<file path="config.mk">
export PLATFORM = sky130hd
export DESIGN_NAME = pq_cmd_sequencer
export DESIGN_NICKNAME = d
export VERILOG_FILES = /design/src/rtl/pq_cmd_sequencer.sv
export SDC_FILE = /design/constraint.sdc
export NUM_CORES = 1
export LEC_CHECK = 0
export ABC_AREA = 1
export ABC_CLOCK_PERIOD_IN_PS = 2500
export CORE_MARGIN = 10
export CORE_UTILIZATION = 61
export DETAILED_ROUTE_END_ITERATION = 8
export DONT_BUFFER_PORTS = 1
export PLACE_DENSITY = 0.77
export SYNTH_ARGS = -nofsm -noshare
export SYNTH_HDL_FRONTEND = slang
export SYNTH_SLANG_ARGS = --single-unit
</file>
<file path="constraint.sdc">
create_clock -name CLK -period 2.5 [get_ports CLK]
set_input_delay 0.5 -clock CLK [delete_from_list [all_inputs] [get_ports CLK]]
set_output_delay 0.5 -clock CLK [all_outputs]
set_load 0.02 [all_outputs]
</file>
<file path="src/rtl/pq_cmd_sequencer.sv">
// pq_cmd_sequencer: command front-end for the BRAM heap tree.
// Buffers enqueue/dequeue/replace commands in a small FIFO and issues them
// one at a time to the tree as single-cycle pulses. Each issue is followed
// by a fixed settle gap so the tree's sift finishes before the next one.
// The block also tracks heap occupancy, rejects illegal commands and
// returns the root for dequeue/replace.
module pq_cmd_sequencer #(
    parameter int QUEUE_SIZE = 7,
    parameter int DATA_WIDTH = 16,
    parameter int CMD_DEPTH  = 4,
    parameter int ISSUE_GAP  = 12
) (
    input  logic                              CLK,
    input  logic                              RST,
    input  logic                              i_valid,
    input  logic [1:0]                        i_op,
    input  logic [DATA_WIDTH-1:0]             i_data,
    output logic                              o_ready,
    output logic                              o_tree_wrt,
    output logic                              o_tree_read,
    output logic [DATA_WIDTH-1:0]             o_tree_data,
    input  logic [DATA_WIDTH-1:0]             i_tree_data,
    output logic                              o_result_valid,
    output logic [DATA_WIDTH-1:0]             o_result,
    output logic                              o_drop,
    output logic [$clog2(QUEUE_SIZE+1)-1:0]   o_count,
    output logic                              o_full,
    output logic                              o_empty
);

    localparam int AW = $clog2(CMD_DEPTH);
    localparam int CW = $clog2(QUEUE_SIZE+1);
    localparam int GW = $clog2(ISSUE_GAP+1);

    localparam logic [1:0] OP_ENQ = 2'b01;
    localparam logic [1:0] OP_DEQ = 2'b10;
    localparam logic [1:0] OP_REP = 2'b11;

    typedef struct packed {
        logic [1:0]            op;
        logic [DATA_WIDTH-1:0] data;
    } cmd_t;

    typedef enum logic [1:0] {IDLE, ISSUE, GAP} state_t;

    cmd_t            fifo_mem [CMD_DEPTH];
    logic [AW:0]     wr_ptr, rd_ptr;
    logic            fifo_empty, fifo_full;
    logic            push, pop;
    cmd_t            head;
    state_t          state;
    logic [GW-1:0]   gap_cnt;

    // Wrap bit distinguishes full from empty when the index bits match.
    assign fifo_empty = (wr_ptr == rd_ptr);
    assign fifo_full  = (wr_ptr[AW] != rd_ptr[AW]) && (wr_ptr[AW-1:0] == rd_ptr[AW-1:0]);
    assign o_ready    = !fifo_full;
    // Opcode 00 is handshaken but never stored.
    assign push       = i_valid && o_ready && (i_op != 2'b00);
    // ISSUE is only entered with a non-empty FIFO, so the pop is always legal.
    assign pop        = (state == ISSUE);
    assign head       = fifo_mem[rd_ptr[AW-1:0]];

    assign o_full  = (o_count == CW'(QUEUE_SIZE));
    assign o_empty = (o_count == '0);

    // FIFO storage; contents are don't-care while the pointers say empty.
    always_ff @(posedge CLK) begin
        if (push) fifo_mem[wr_ptr[AW-1:0]] <= '{op: i_op, data: i_data};
    end

    // FIFO pointers.
    always_ff @(posedge CLK or posedge RST) begin
        if (RST) begin
            wr_ptr <= '0;
            rd_ptr <= '0;
        end else begin
            if (push) wr_ptr <= wr_ptr + 1'b1;
            if (pop)  rd_ptr <= rd_ptr + 1'b1;
        end
    end

    // Issue FSM: decode head against current occupancy, drive registered
    // tree pulses for one cycle, then hold off for the settle gap.
    always_ff @(posedge CLK or posedge RST) begin
        if (RST) begin
            state          <= IDLE;
            gap_cnt        <= '0;
            o_tree_wrt     <= 1'b0;
            o_tree_read    <= 1'b0;
            o_tree_data    <= '0;
            o_result_valid <= 1'b0;
            o_result       <= '0;
            o_drop         <= 1'b0;
            o_count        <= '0;
        end else begin
            o_tree_wrt     <= 1'b0;
            o_tree_read    <= 1'b0;
            o_result_valid <= 1'b0;
            o_drop         <= 1'b0;
            case (state)
                IDLE: begin
                    if (!fifo_empty) state <= ISSUE;
                end
                ISSUE: begin
                    gap_cnt <= '0;
                    state   <= GAP;
                    case (head.op)
                        OP_ENQ: begin
                            if (o_full) begin
                                o_drop <= 1'b1;
                            end else begin
                                o_tree_wrt  <= 1'b1;
                                o_tree_data <= head.data;
                                o_count     <= o_count + 1'b1;
                            end
                        end
                        OP_DEQ: begin
                            if (o_empty) begin
                                o_drop <= 1'b1;
                            end else begin
                                o_tree_read    <= 1'b1;
                                o_result       <= i_tree_data;
                                o_result_valid <= 1'b1;
                                o_count        <= o_count - 1'b1;
                            end
                        end
                        OP_REP: begin
                            o_tree_wrt  <= 1'b1;
                            o_tree_data <= head.data;
                            if (o_empty) begin
                                // Nothing to replace: behaves as an enqueue.
                                o_count <= o_count + 1'b1;
                            end else begin
                                o_tree_read    <= 1'b1;
                                o_result       <= i_tree_data;
                                o_result_valid <= 1'b1;
                            end
                        end
                        default: ;
                    endcase
                end
                GAP: begin
                    if (gap_cnt == GW'(ISSUE_GAP-1)) begin
                        state <= fifo_empty ? IDLE : ISSUE;
                    end else begin
                        gap_cnt <= gap_cnt + 1'b1;
                    end
                end
                default: state <= IDLE;
            endcase
        end
    end

endmodule

</file>
==> results of run 1 <==
==> power groups by stage <==
stage,clock network [mW],registers [mW],logic (mW)
floorplan,0,3.37,1.91
global placement,0,3.53,2.20
detailed placement,0,3.55,2.27
CTS,2.29,3.51,2.30
global route,2.39,3.57,2.66
finish,2.25,3.50,2.29
==> sequential cells by signal, indices dropped and copies added, names as in the netlist <==
name / count
state: 2
wr_ptr: 3
o_count: 3
fifo_mem: 72
o_tree_data: 16
o_result: 16
rd_ptr: 3
o_drop: 1
gap_cnt: 4
o_tree_wrt: 1
o_result_valid: 1
==> cell usage in the layout (no fill, tap or decap), drive strengths merged, types with 3 or more instances in the layout <==
cell type / count
xor2: 4
edfxtp: 72
nand3: 14
buf: 12
nand2: 145
ha: 10
dfrtp: 50
clkbuf: 17
inv: 32
o21ai: 54
nor2: 82
clkinv: 6
clkinvlp: 3
==> per-stage QoR <==
step | std cells | cell area (um^2)
2_1_floorplan | 484 | 5150
3_3_place_gp | 583 | 5240
3_5_place_dp | 583 | 5240
4_1_cts | 615 | 5790
5_1_grt | 615 | 5790
6_report | 615 | 5790
==> worst max-delay path by stage <==
stage,cells after the start,end
floorplan,6,fifo_mem[0][0]
CTS,5,o_ready
global placement,11,o_result[14]
detailed placement,11,o_count[2]
global route,11,o_count[2]
finish,5,o_ready
==> synth_stat cells, drive strengths merged <==
cell type	n	area, um^2
nor3	1	5.00
a21oi	1	5.00
buf	16	128
fa	1	20.0
ha	10	125
clkbuf	2	8.75
o21a	1	7.51
nand4	1	12.5
edfxtp	72	2160
dfrtp	50	1250
nand3	14	75.1
o22ai	1	6.26
xnor2	1	8.76
nor2	82	332
o21ai	54	282
xor2	4	35.0
inv	25	98.8
o21bai	1	7.51
nand2	145	567
clkinv	2	13.8
==> per-layer routing <==
layer	global-route usage, %	up-vias	routed length [um]
met5	0	-	0
met2	25.6	132	4810
met3	6.55	20	932
li1	-	1610	-
met4	7.80	0	177
met1	20.4	1582	4340
==> logic make-up after synthesis <==
kind of cell / count (synthesis)
DFF: 122
adders and majority gates: 11
buffers and inverters: 45
and+or+nand+nor: 243
xor gates and xnor gates: 5
AOI/OAI and AO/OA: 58
==> layout make-up <==
class                      count  area (um^2)  area share [%]
clock inverter                15          139            2.40
sequential                   122         3410            59.0
tap                          105          131            2.27
multi-input combinational    317         1490            25.7
timing repair buffer          12         90.1            1.56
clock buffer                  17          414            7.16
inverter                      27          113            1.95
==> run metrics, run 1 <==
status=complete, no violations; Clock Tree Root=clkbuf_8; CP max FO=12; gr usage total=about 17%; CP required=roughly 2.0 ns; Final ANT Viol Nets=0; core area=8220 um^2; H-tree depth=4; Via Count=3344; Crit Reg-Reg Startpoint=rd_ptr[1]; Peak VDD IR=0.000698 V; Num CTS Buffers=17; total power=around 8.0 mW; initial core utilization=62.7%; Pwr per Cell Area=around 1400 nW/um^2; synthesized area per cell=roughly 11 um^2; unrepaired setup endpoints after global routing=no; post-layout minimum cycle time=2.34 ns; die area=approximately 13000 um^2; initial antenna violation count=0; Max Freq=~430 MHz; Setup Crit Path Kind=flip-flop to primary output; Reg clk slew, reported paths=about 0.06 ns; area delta synth->final=12.4%; vias per cell=between 5 and 6; Max Cap Viol=0; #FFs+latches synth=between 100 and 150; CTS tree=done; # rows=33; Final Hold Fails=0; WP buf/inv=2; final count of negative-setup-slack endpoints=0; Nets=545; WHS=0.0278 ns; synth unique cells=34; Ports=a little under 80; CP Cell Sequence=buf_4 -> nand2_1 -> nand2_1 -> nand3_2 -> buf_4; period utilization=93.7%; CTS-repair resized insts=0; Cell Int Power=4.81 mW; pre-CTS setup slack=between 0.2 and 0.3 ns; Max Slew Vio Count=0; final setup margin=about 0.16 ns; Buffers on Ports=0; grt ovf=0; DRC Markers=0; DR pass1 iterations=5; Adder-Cell Fraction of Synth Area=2.82%; worst setup path start=rd_ptr[1]; Layout Skew=about 0.0074 ns; antenna cells=0; sequential power share=43.6%; final core utilization=about 70%; post-synthesis sequential area ratio=66.3%; drt initial violations=around 330; HP Class=primary input to asynchronous set/reset pin; slowest stage delay, CP=0.60 ns; slew of the pin with the lowest slew margin=between 0.6 and 0.7 ns; number of setup buffers added after CTS=0; R2R cell count=11; share of cells above drive strength 1=11.4%; headroom to the max-slew limit=~59%; post-detailed-placement half-perimeter wirelength=about 6.8 mm; Slowest cell on crit path=dfrtp_1; Synth Area in Simple Gates=between 10% and 20%; largest net degree at the start of global routing=just over 50; # hold bufs at CTS=0; first-pass GRT wire length=16.7 mm; Crit path max-delay family=flip-flops; Max Root-Sink Buffers=2; Reg2Reg Setup Slack=0.23 ns; vias in the first global route=approximately 3300; Die Ht=between 100 and 150 um; DR WL/cell=roughly 17 um; clock insertion delay at the later pin of the skew report=around 0.52 ns; post-synthesis mux area share=0%; combinational group share of total power=between 20% and 30%; worst r2r dst=o_count[2]; Worst setup SP type=flip-flop; Synth Instances=approximately 480; final RePlAce weighted congestion=0.830; Sum Neg Setup Slack=0 ns; net switching power figure=roughly 3.2 mW; clock group share of total power=about 28%; total clock sinks=between 100 and 150; Critical Path AT=between 1.5 and 2 ns; Synth Area in Compound Gates=5.98%; Synth Cell Area=about 5100 um^2; final WL=10.3 mm; Mapped Nets=~530; Post-Synth XOR/XNOR Area=less than 1%; filler cell count=554; Setup crit end kind=primary output; Ys Warns=0; LEAKAGE=2.53 nW; switching share of power=40.1%; combinational family with the most area after synthesis=simple AND/OR/NAND/NOR gates; Die X=~110 um
(Power assumes the default switching activity.)
==> run 2: changes to the inputs <==
--- a/config.mk
+++ b/config.mk
@@ -9,9 +9,11 @@
 export ABC_CLOCK_PERIOD_IN_PS = 2500
 export CORE_MARGIN = 10
 export CORE_UTILIZATION = 61
+export CTS_BUF_LIST = sky130_fd_sc_hd__clkbuf_2
 export DETAILED_ROUTE_END_ITERATION = 8
 export DONT_BUFFER_PORTS = 1
 export PLACE_DENSITY = 0.77
+export SLEW_MARGIN = 40
 export SYNTH_ARGS = -nofsm -noshare
 export SYNTH_HDL_FRONTEND = slang
 export SYNTH_SLANG_ARGS = --single-unit
==> run 2 against run 1 <==
Clock-buffer cell count unchanged. Critical path depth unchanged. Largest cell class unchanged. Largest power group unchanged. Die area unchanged.
==> run metrics, run 2 (synthesis gave the netlist of run 1 again) <==
initial antenna violation count=0 (unchanged); status=complete, no violations; final count of negative-setup-slack endpoints=0 (unchanged); Sum Neg Setup Slack=0 ns (unchanged); Final ANT Viol Nets=0 (unchanged); antenna cells=0 (unchanged); post-detailed-placement half-perimeter wirelength=6.79 mm (unchanged); gr usage total=17.4% (+0.71 points); final RePlAce weighted congestion=0.830 (unchanged); CP Cell Sequence=inv_2 -> nand2_1 -> nand2_1 -> nand3_2 -> buf_4; H-tree depth=4 (unchanged); Max Slew Vio Count=0 (unchanged); Worst setup SP type=flip-flop; CP max FO=11 (-1); Setup crit end kind=primary output; LEAKAGE=2.54 nW (+0.58%); Via Count=3478 (+4.0%); # rows=33 (unchanged); vias per cell=5.34 (-1.7%); WP buf/inv=2 (unchanged); Reg clk slew, reported paths=0.20 ns (+0.14 ns); clock insertion delay at the later pin of the skew report=0.63 ns (+0.11 ns); DRC Markers=0 (unchanged); Nets=581 (+6.6%); Setup Crit Path Kind=flip-flop to primary output; Die X=112 um (unchanged); largest net degree at the start of global routing=51 (unchanged); Pwr per Cell Area=1210 nW/um^2 (-13%); share of cells above drive strength 1=11.4% (-0.017 points); first-pass GRT wire length=17.4 mm (+4.5%); Clock Tree Root=clkbuf_2; Largest register FFs=72 (unchanged); Layout Skew=0.0340 ns (+0.0266 ns); final WL=10.7 mm (+4.7%); period utilization=91.3% (-2.4 points); die area=12500 um^2 (unchanged); unrepaired setup endpoints after global routing=no; grt ovf=0 (unchanged); most frequent cells in the layout=nand2_1, nor2_1, edfxtp_1; core area=8220 um^2 (unchanged); Ports=79 (unchanged); HP Class=primary input to flip-flop; total clock sinks=122 (unchanged); final setup margin=0.218 ns (+0.0599 ns); Final Hold Fails=0 (unchanged); initial core utilization=62.7% (unchanged); Crit path max-delay family=flip-flops; post-layout minimum cycle time=2.28 ns (-0.0599 ns); Max Root-Sink Buffers=2 (unchanged); vias in the first global route=3436 (+4.6%); Slowest cell on crit path=dfrtp_2; Max Freq=438 MHz (+2.6%); Peak VDD IR=0.000649 V (-7.0%); Max Cap Viol=0 (unchanged); DR WL/cell=16.5 um (-1.1%); Die Ht=112 um (unchanged); CP required=2.00 ns (about the same); headroom to the max-slew limit=58.8% (+0.27 points); Buffers on Ports=0 (unchanged); commonest non-fill, non-tap cell in the layout=nand2_1; area delta synth->final=13.0%; slew of the pin with the lowest slew margin=0.618 ns (-0.00403 ns); drt initial violations=283 (-15%); DR pass1 iterations=5 (unchanged); Critical Path AT=1.78 ns (-0.06 ns); critical path's most frequent cell=nand2_1; CTS tree=done; slowest stage delay, CP=0.51 ns (-0.09 ns); Num CTS Buffers=17 (unchanged); pre-CTS setup slack=0.253 ns (unchanged)
==> run 2: cell types whose count changed in the layout (fill, tap and decap cells not counted) <==
cell           change
clkbuf_16         -16
dlygate4sd3_1     +35
inv_1              -1
dfrtp_2            +2
clkbuf_2          +17
dfrtp_1            -2
buf_4              +1
inv_2              +1
clkbuf_8           -1
==> run 2: report_power, final <==
group	switching, mW	internal, mW
Sequential	0.760	2.72
Clock	0.785	0.377
Combinational	1.59	0.801
Total	3.13	3.90
==> run 2: layer usage <==
metal  wire (um)  up-vias  part of all wire, %  track usage (%)
li1            -     1687                    -                -
met2        5310      141                   49             28.4
met5           0        -                    0                0
met3         894       12                  8.3             5.69
met1        4420     1638                   41             21.2
met4         126        0                  1.2             6.17
==> run 2: area by class of cell <==
cell class / instances / area, um^2
inverters: 27 / 113
clock buffers: 17 / 85.1
multi-input cells: 317 / 1490
flip-flops and latches: 122 / 3420
clock inverters: 15 / 139
well taps: 105 / 131
fillers: 554 / 2400
repair buffers: 48 / 448
==> run 2: path summary, 6_finish.rpt <==
| path | from | endpoint | slack, ns | cells after the start |
|---|---|---|---|---|
| max in group asynchronous | RST | rd_ptr[1] | 1.57 | 3 |
| worst min-delay path | i_valid | wr_ptr[1] | 0.18 | 3 |
| worst min register to register | gap_cnt[0] | gap_cnt[0] | 0.53 | 1 |
| worst max register to register | rd_ptr[0] | o_count[2] | 0.37 | 12 |
| worst max-delay path | rd_ptr[0] | o_ready | 0.22 | 5 |
| min in group asynchronous | RST | o_result[15] | 0.46 | 3 |
==> run 2: timing repair <==
action                                 in CTS  in global routing
gates resized for setup                     1                  2
setup endpoints to repair                   1                  1
hold buffers                               35                  0
setup buffers                               0                  1
endpoints found under the hold margin     138                  0
==> run 2: worst min-delay path, stage by stage <==
cell,delay (ns)
o21a_1,0.14
nand3_1,0.10
nand2_1,0.05
==> run 2: per-stage QoR <==
step,power (mW),hold slack [ns],utilization (%),std cells,cell area [um^2]
final,7.03,0.181,70.8,651,5820
after global routing,7.61,0.101,70.8,651,5820
after CTS,7.05,0.100,70.7,650,5810
after detailed placement,5.82,0.522,63.7,583,5240
after global placement,5.74,0.488,63.7,583,5240
after floorplan,5.28,0.467,-,484,5150
==> run 3: changes to the inputs <==
--- a/config.mk
+++ b/config.mk
@@ -6,14 +6,16 @@
 export NUM_CORES = 1
 export LEC_CHECK = 0
 export ABC_AREA = 1
-export ABC_CLOCK_PERIOD_IN_PS = 2500
+export ABC_CLOCK_PERIOD_IN_PS = 2200
 export CORE_MARGIN = 10
 export CORE_UTILIZATION = 61
 export CTS_BUF_LIST = sky130_fd_sc_hd__clkbuf_2
 export DETAILED_ROUTE_END_ITERATION = 8
 export DONT_BUFFER_PORTS = 1
 export PLACE_DENSITY = 0.77
+export RECOVER_POWER = 25
 export SLEW_MARGIN = 40
 export SYNTH_ARGS = -nofsm -noshare
 export SYNTH_HDL_FRONTEND = slang
 export SYNTH_SLANG_ARGS = --single-unit
+export TNS_END_PERCENT = 20
==> constraint.sdc (replaced) <==
create_clock -name CLK -period 2.2 [get_ports CLK]
set_input_delay 0.44 -clock CLK [delete_from_list [all_inputs] [get_ports CLK]]
set_output_delay 0.44 -clock CLK [all_outputs]
set_load 0.02 [all_outputs]
==> run 3 against run 2 <==
Combinational power grew 31%. Worst hold slack lost 0.093 ns. Clock power grew 22%. Sequential share of layout area shrank 2.0 points. Via count grew 2.8%. Sequential power grew 14%. Critical path depth is the same. Sequential cell count is the same. Final area grew 3.8%.
==> run metrics, run 3 (synthesis gave the netlist of run 1 again) <==
Die Ht=112 um (unchanged); Sequential cell area=3420 um^2 (+0.15%); Slowest cell on crit path=dfrtp_1; commonest non-fill, non-tap cell in the layout=nand2_1; Ports=79 (unchanged); first-pass GRT wire length=18.6 mm (+6.6%); Max Freq=around 470 MHz; post-detailed-placement half-perimeter wirelength=7.26 mm (+6.9%); status=complete, no violations; critical path's most frequent cell=nand2_4; Die X=112 um (unchanged); grt ovf=0 (unchanged); DP Area=5300 um^2 (+1.1%); Setup crit end kind=primary output; drt initial violations=282 (-0.35%); Max Slew Vio Count=0 (unchanged); Clock Tree Root=clkbuf_2; WP buf/inv=2 (unchanged); unrepaired setup endpoints after global routing=yes; LEAKAGE=2.65 nW (+4.1%); multi-input logic area=1520 um^2 (+2.3%); Setup Crit Path Kind=flip-flop to primary output; initial antenna violation count=0 (unchanged); filler cell count=561 (+1.3%); vias per cell=5.36 (+0.38%); DRC Markers=0 (unchanged); headroom to the max-slew limit=70.8% (+12 points); post-layout minimum cycle time=~2.1 ns; DR WL/cell=17.2 um (+4.2%); HP Class=primary input to flip-flop; Worst setup SP type=flip-flop; final RePlAce weighted congestion=0.834 (+0.42%); area delta synth->final=17.2%; Layout Skew=0.0325 ns (-0.00152 ns); die area=12500 um^2 (unchanged); Nets=597 (+2.8%); CP Cell Sequence=inv_1 -> nand2_4 -> nand2_4 -> nand3_2 -> buf_6; Reg clk slew, reported paths=0.18 ns (-0.02 ns); CP max FO=5 (-6); WHS=0.0884 ns (-0.0925 ns); clock insertion delay at the later pin of the skew report=0.68 ns (+0.05 ns); most frequent cells in the layout=nand2_1, nor2_1, edfxtp_1; share of cells above drive strength 1=16.0% (+4.7 points); H-tree depth=4 (unchanged); # rows=33 (unchanged); Via Count=3577 (+2.8%); Critical Path AT=1.70 ns (-0.08 ns); initial core utilization=62.7% (unchanged); core area=8220 um^2 (unchanged); Num CTS Buffers=17 (unchanged); Max Cap Viol=0 (unchanged); gr usage total=18.3% (+0.84 points); slew of the pin with the lowest slew margin=0.439 ns (-0.180 ns); Buffers on Ports=0 (unchanged); Final ANT Viol Nets=0 (unchanged); total clock sinks=122 (unchanged); Peak VDD IR=0.000765 V (+18%); design area=6040 um^2 (+3.8%); CP required=1.76 ns (-0.24 ns); final count of negative-setup-slack endpoints=0 (unchanged); antenna cells=0 (unchanged); largest net degree at the start of global routing=25 (-51%); DR pass1 iterations=5 (unchanged); Largest register FFs=72 (unchanged); Crit path max-delay family=flip-flops; slowest stage delay, CP=0.49 ns (-0.02 ns); Pwr per Cell Area=1410 nW/um^2 (+17%); Final Hold Fails=0 (unchanged); CTS tree=done; final WL=11.5 mm (+6.8%); period utilization=97.4%; vias in the first global route=3585 (+4.3%); Max Root-Sink Buffers=2 (unchanged)
run 3: cell count changes in the layout (fill, tap and decap cells not counted), sizes merged:
| cell | change |
|---|---|
| clkinvlp | -2 |
| inv | -2 |
| clkbuf | +2 |
| bufinv | +1 |
| buf | +15 |
| clkinv | +2 |
run 3: power breakdown:
| part | internal, mW | switching [mW] | leakage, nW | total (mW) |
|---|---|---|---|---|
| Clock | 0.542 | 0.874 | 0.149 | 1.42 |
| Combinational | 1.15 | 1.97 | 1.23 | 3.12 |
| Sequential | 3.10 | 0.875 | 1.27 | 3.97 |
| Total | 4.79 | 3.72 | 2.65 | 8.51 |
run 3: metal layers:
metal / global-route usage, % / vias to the layer above / share of wire (%)
met3: 6.98 / 20 / 7.5
li1: - / 1726 / -
met5: 0 / - / 0
met1: 21.4 / 1696 / 41
met2: 30.2 / 135 / 50
met4: 6.00 / 0 / 1.8
run 3: final cells by class:
| type | instances | area share (%) |
|---|---|---|
| Clock inverter | 13 | 2.40 |
| Multi-Input combinational cell | 317 | 25.2 |
| Timing Repair Buffer | 63 | 9.88 |
| Tap cell | 105 | 2.18 |
| Inverter | 27 | 2.01 |
| Timing Repair inverter | 1 | 0.104 |
| Clock buffer | 19 | 1.57 |
| Sequential cell | 122 | 56.7 |
run 3: repair_timing:
| action | 4_1_cts | 5_1_grt |
|---|---|---|
| pin swaps | 1 | 2 |
| hold buffers | 35 | 0 |
| setup endpoints to repair | 2 | 18 |
| hold endpoints to repair | 138 | 0 |
| resized for setup | 17 | 14 |
| cloned | 0 | 1 |
| setup buffers | 4 | 5 |
run 3: path summary, 6_finish.rpt:
check	start	slack, ns	endpoint	depth (start not counted)
min in group asynchronous	RST	0.16	o_tree_data[8]	2
max in group asynchronous	RST	1.34	wr_ptr[0]	3
hold / removal	i_valid	0.09	wr_ptr[0]	3
hold reg to reg	gap_cnt[0]	0.53	gap_cnt[0]	1
setup / recovery	wr_ptr[1]	0.06	o_ready	5
setup reg to reg	rd_ptr[0]	0.14	o_count[2]	12
run 3: metrics by stage:
step	std cells	setup TNS, ns	setup WS, ns	total power [mW]	utilization (%)
global route	667	-0.124	-0.0730	9.16	73.5
finish	667	0	0.0568	8.51	73.5
CTS	661	0	0.00378	8.31	72.5
floorplan	484	0	0.0533	6.00	-
detailed placement	591	0	0.116	6.71	64.4
global placement	591	0	0.242	6.56	64.4
run 3: worst min-delay path: cells and delay by family:
family	cells	cell delay, ns
simple gates	2	0.15
compound gates	1	0.14
